===== config.mk =====
export PLATFORM = sky130hd
export DESIGN_NAME = eyeriss_pe_core_p
export DESIGN_NICKNAME = d
export VERILOG_FILES = /design/src/rtl/eyeriss_pe_core_p.sv
export SDC_FILE = /design/constraint.sdc
export NUM_CORES = 2
export LEC_CHECK = 0
export CELL_PAD_IN_SITES_DETAIL_PLACEMENT = 1
export CELL_PAD_IN_SITES_GLOBAL_PLACEMENT = 2
export CORE_ASPECT_RATIO = 0.75
export CORE_UTILIZATION = 43
export CTS_CLUSTER_DIAMETER = 60
export DETAILED_ROUTE_END_ITERATION = 8
export PLACE_DENSITY = 0.93
export SLEW_MARGIN = 20
export SYNTH_ARGS = -nofsm -noshare
export SYNTH_HDL_FRONTEND = slang
export SYNTH_SLANG_ARGS = --single-unit

===== constraint.sdc =====
create_clock -name CLK -period 10.6 [get_ports CLK]
set_input_delay 2.12 -clock CLK [delete_from_list [all_inputs] [get_ports CLK]]
set_output_delay 2.12 -clock CLK [all_outputs]
set_load 0.005 [all_outputs]

===== src/rtl/eyeriss_pe_core_p.sv =====
// eyeriss_pe_core_p: PE core that loads a map/filter row, runs a zero-gated MAC over NCH channels,
// folds in an incoming psum and hands back the narrowed result.
module eyeriss_pe_core_p #(
   parameter int DW = 16,
   parameter int NCH = 2,
   parameter int DEPTH = 12,
   parameter bit SAT = 1,
   parameter int LW = $clog2(DEPTH+1)
) (
   input  logic CLK,
   input  logic clr,
   input  logic start,
   input  logic [LW-1:0] cfg_len,
   input  logic [3:0] cfg_shift,
   input  logic map_valid,
   input  logic [DW-1:0] map_data,
   output logic map_ready,
   input  logic fil_valid,
   input  logic [NCH*DW-1:0] fil_data,
   output logic fil_ready,
   input  logic psum_in_valid,
   input  logic [NCH*DW-1:0] psum_in,
   output logic psum_in_ready,
   output logic out_valid,
   output logic [NCH*DW-1:0] out_data,
   input  logic out_ready,
   output logic busy,
   output logic done,
   output logic [LW-1:0] skip_count
);
   localparam int AW = 2*DW+LW;
   localparam int SW = AW+1;
   localparam logic signed [SW-1:0] MAXV = {{(SW-DW+1){1'b0}}, {(DW-1){1'b1}}};
   localparam logic signed [SW-1:0] MINV = {{(SW-DW+1){1'b1}}, {(DW-1){1'b0}}};
   typedef enum logic [2:0] {IDLE, LOAD, MAC, ACCU, OUT} state_t;
   state_t state;
   logic [LW-1:0] len, len_c, map_cnt, fil_cnt, k;
   logic [3:0] shift;
   logic [DW-1:0] map_mem [DEPTH];
   logic [DW-1:0] fil_mem [NCH][DEPTH];
   logic signed [2*DW-1:0] prod [NCH];
   logic signed [2*DW-1:0] shifted [NCH];
   logic signed [AW-1:0] acc [NCH];
   logic signed [SW-1:0] total [NCH];
   logic [DW-1:0] narrowed [NCH];
   logic signed [DW-1:0] m_op;
   logic signed [DW-1:0] f_op [NCH];
   logic issue, zero_tap, map_fire, fil_fire, pv, pskip;
   assign map_ready = state == LOAD && map_cnt < len;
   assign fil_ready = state == LOAD && fil_cnt < len;
   assign psum_in_ready = state == ACCU;
   assign out_valid = state == OUT;
   assign busy = state != IDLE;
   always_comb begin
      len_c = cfg_len > LW'(DEPTH) ? LW'(DEPTH) : cfg_len;
      issue = state == MAC && k < len;
      zero_tap = map_mem[k] == '0;
      map_fire = map_ready && map_valid;
      fil_fire = fil_ready && fil_valid;
      m_op = issue && !zero_tap ? map_mem[k] : '0;
      for (int c = 0; c < NCH; c++) begin
         f_op[c] = issue && !zero_tap ? fil_mem[c][k] : '0;
         shifted[c] = prod[c] >>> shift;
         total[c] = $signed({acc[c][AW-1], acc[c]}) + $signed({{(SW-DW){psum_in[c*DW+DW-1]}}, psum_in[c*DW +: DW]});
         narrowed[c] = SAT && total[c] > MAXV ? MAXV[DW-1:0] : SAT && total[c] < MINV ? MINV[DW-1:0] : total[c][DW-1:0];
      end
   end
   // scratchpads carry no reset; every LOAD rewrites the entries it uses
   always_ff @(posedge CLK) begin
      if (map_fire) map_mem[map_cnt] <= map_data;
      if (fil_fire)
         for (int c = 0; c < NCH; c++) fil_mem[c][fil_cnt] <= fil_data[c*DW +: DW];
   end
   always_ff @(posedge CLK) begin
      if (clr) begin
         state <= IDLE;
         len <= '0;
         shift <= '0;
         map_cnt <= '0;
         fil_cnt <= '0;
         k <= '0;
         skip_count <= '0;
         out_data <= '0;
         done <= 1'b0;
         pv <= 1'b0;
         pskip <= 1'b0;
         for (int c = 0; c < NCH; c++) begin
            prod[c] <= '0;
            acc[c] <= '0;
         end
      end else begin
         done <= 1'b0;
         pv <= issue;
         pskip <= issue && zero_tap;
         for (int c = 0; c < NCH; c++) begin
            prod[c] <= m_op * f_op[c];
            if (pv && !pskip) acc[c] <= acc[c] + $signed({{LW{shifted[c][2*DW-1]}}, shifted[c]});
         end
         case (state)
            IDLE: if (start) begin
               len <= len_c;
               shift <= cfg_shift;
               map_cnt <= '0;
               fil_cnt <= '0;
               k <= '0;
               skip_count <= '0;
               for (int c = 0; c < NCH; c++) acc[c] <= '0;
               state <= len_c == '0 ? ACCU : LOAD;
            end
            LOAD: begin
               if (map_fire) map_cnt <= map_cnt + 1'b1;
               if (fil_fire) fil_cnt <= fil_cnt + 1'b1;
               if (map_cnt == len && fil_cnt == len) state <= MAC;
            end
            MAC: begin
               k <= k + 1'b1;
               if (issue && zero_tap) skip_count <= skip_count + 1'b1;
               // k == len is the drain cycle that lets the last product land
               if (k == len) state <= ACCU;
            end
            ACCU: if (psum_in_valid) begin
               for (int c = 0; c < NCH; c++) out_data[c*DW +: DW] <= narrowed[c];
               state <= OUT;
            end
            OUT: if (out_ready) begin
               done <= 1'b1;
               state <= IDLE;
            end
            default: state <= IDLE;
         endcase
      end
   end
endmodule


==> out/results.txt <==
worst min-delay path class: reg2reg
endpoint of the worst register-to-register path: prod[0][62]
final hold violation count: 0
final design utilization: 0.484
most used cell along the critical path: fa_1
PwrDens: 175 nW/µm²
combinational family with the most area after synthesis: adder cells
number of synthesized flops with an enable pin: 576
Core Footprint: 134000 µm²
critical path type: reg2reg
proportion of synthesized area in mux cells: 0.0891
violation count after the first detailed-routing iteration: 3850
number of placed instances, taps included: 7116
diodes inserted: 0
post-route fraction of the period consumed by the critical path: 0.959
average detailed-routed wire length per instance: 25.6 µm
total power after layout: 11.4 mW
cell type of the slowest stage on the worst timing path: or4_1
Fmax achieved: 98.4 MHz
Die H: 321 µm
count of buffers from port buffering: 136
adder-cell share of the synthesized area: 0.252
Seq/Total Area, Yosys: 0.366
effective utilization at floorplan: 0.435
share of synthesized registers carrying an async set or reset: 0
placer's final routability congestion estimate: 0.947
fraction of synthesized cell area in xor and xnor cells: 0.0267
Clock Skew: 79.0 ps
placed wire-length estimate after detailed placement: 136000 µm
wirelength, routed: 186000 µm
quantity of hold-fixing buffers added after cts: 0
non-filler instance count after layout: 7274
Mapped Avg Cell Area: 10.9 µm²
headroom to the max-slew limit: 0.115
TritonCTS clock tree: built
NumNets Final: 6387
Post-DP Area: 61900 µm²
share of final-layout standard cells stronger than drive strength 1: 0.0932
Clock Latency Late Sink: 740 ps
area share of and/or/nand/nor cells after synthesis: 0.118
result of the run: finished, final reports clean
clock buffer depth: 3
number of top-level design ports: 137
Setup crit end: prod[0][62]
post-synthesis sequential element count: 778
post-place setup slack: 557 ps
final setup TNS: 0 ps
buffer count from post-CTS setup fixing: 0
fill cell count: 14.3k
slew at the pin closest to its max-slew limit: 1310 ps
post-synth cell types: 83
number of resized instances in the post-cts repair step: 0
Post-DRT Antenna Nets: 0
Post-Syn Area: 58400 µm²
net count of the mapped netlist: 6308
GRT Overall Usage: 0.276
sequential cell area: 21400 µm²
Worst Reg-to-Reg Cells: 32
post-layout min period: 10160 ps
Vias: 42.7k
post-route cell area: 64900 µm²
via count of the first global-routing pass: 45.8k
number of instances in the synthesized netlist: 5357
Largest stage delay, worst path: 770 ps
maximum number of pins on one net before global-route repair: 100
site row count: 116
arrival time at the worst endpoint: 10770 ps
GRT Residual Overflow: 0
antenna violations before repair: 2
final routed DRC violation total: 0
primary flip-flop cell chosen by synthesis mapping: edfxtp_1
Root Driver: clkbuf_16
clock slew at the register clock pins of the worst setup and hold paths: 60 ps
unrepaired setup endpoints after global routing: false
Setup violations, final: 0
Layout area overhead: 11.2%
first drt pass iteration count: 8
die boundary width: 427 µm
CTS Buf Count: 88
die area: 137000 µm²
sink count of the clock tree: 778
htree depth: 3
register-to-register setup slack: 440 ps
Worst VDD drop: 0.152 mV
warnings from Yosys: 0
wire length of the first global-routing pass: 286000 µm
worst setup slack after layout: 437 ps
fin. max-slew vios: 0
Worst setup SP type: register
nature of the critical path endpoint: register
reported leakage power: 26.7 nW
worst hold slack after final layout: 458 ps
Multi-input gate area: 33700 µm²
share of the synthesized area in compound gates (AO/OA/AOI/OAI): 0.0909
Maximum Capacitance Violations: 0
Required @ worst endpoint: 11200 ps
routed via count divided by cell count: 5.87
worst-path maximum fanout: 26
kinds of logic (layout without fill, tap and decap cells):
kind of cell             count (synthesis)  count (layout)
AO/OA/AOI/OAI                          837             837
XOR/XNOR                               178             178
adder cells (fa/ha/maj)                856             856
buffers and inverters                  902            1049
flip-flops                             778             778
multiplexers                           285             285
AND/OR/NAND/NOR                       1521            1521
worst min-delay path by stage:
stage,start,endpoint,slack (ps),cells after the start
6_report,out_data[15],out_data[15],460,2
5_1_grt,out_data[15],out_data[15],470,2
4_1_cts,out_data[15],out_data[15],460,2
3_5_place_dp,out_data[15],out_data[15],450,2
3_3_place_gp,len[1],len[1],440,2
2_1_floorplan,len[1],len[1],430,2
critical path: cells and delay by family, from the launching register on:
family | cells | cell delay, ps
adder cells (fa/ha/maj) | 7 | 3460
AND/OR/NAND/NOR | 7 | 2170
AO/OA/AOI/OAI | 8 | 1750
buffers and inverters | 7 | 1080
multiplexers | 2 | 750
flip-flops | 1 | 640
XOR/XNOR | 1 | 150
per-layer routing:
layer / track usage / up-vias / share of wire
li1: - / 18679 / -
met1: 0.383 / 21876 / 0.43
met2: 0.424 / 1778 / 0.45
met3: 0.0663 / 369 / 0.088
met4: 0.0887 / 4 / 0.036
met5: 0 / - / 0.00011
flip-flops by register name, indices dropped and copies added (netlist names), 3 cells and up, named ones only:
name and count:
len 4, prod 64, acc 72, fil_mem 384
skip_count 4, state 3, fil_cnt 4, map_mem 192
out_data 32, shift 4, k 4, map_cnt 4
report_power, final:
part,switching (mW),total [mW],internal [mW]
clock network,1.39,3.20,1.81
registers,0.191,3.61,3.42
logic,2.88,4.58,1.70
synthesized netlist by cell type (all sizes together) (21+ instances only):
library cell,instances,share of area
nor3,81,0.0070
o21bai,25,0.0032
fa,530,0.18
edfxtp,576,0.30
o32ai,21,0.0032
o21ai,161,0.014
nand2,496,0.032
mux2i,84,0.014
a21oi,287,0.025
buf,60,0.0044
inv,653,0.042
o21a,35,0.0045
xor2,73,0.011
nand4,28,0.0030
xnor2,105,0.016
and2,52,0.0056
a21o,89,0.011
nand3,70,0.0060
a211oi,48,0.0064
mux4,186,0.072
nand2b,33,0.0035
or3,90,0.0096
clkbuf,189,0.012
nor2,539,0.035
a31oi,46,0.0049
ha,326,0.070
and3,34,0.0036
nor2b,32,0.0034
dfxtp,202,0.069
area by class of cell:
type,instances,area share
Clock buffer,101,0.0348
Inverter,653,0.0378
Clock inverter,57,0.0115
Timing Repair Buffer,238,0.0335
Sequential cell,778,0.329
Multi-Input combinational cell,3677,0.519
Tap cell,1770,0.0341
placed cells by master, fill, tap and decap left out, drive strengths merged, types with 101 or more instances in the layout:
cell type | synthesis | routed
inv | 653 | 658
edfxtp | 576 | 576
nor2 | 539 | 539
fa | 530 | 530
nand2 | 496 | 496
ha | 326 | 326
a21oi | 287 | 287
dfxtp | 202 | 202
mux4 | 186 | 186
o21ai | 161 | 161
clkdlybuf4s50 | 0 | 135
xnor2 | 105 | 105
buf | 60 | 103
clkbuf | 189 | 101
Note: power is estimated with default switching activity, not from simulation.
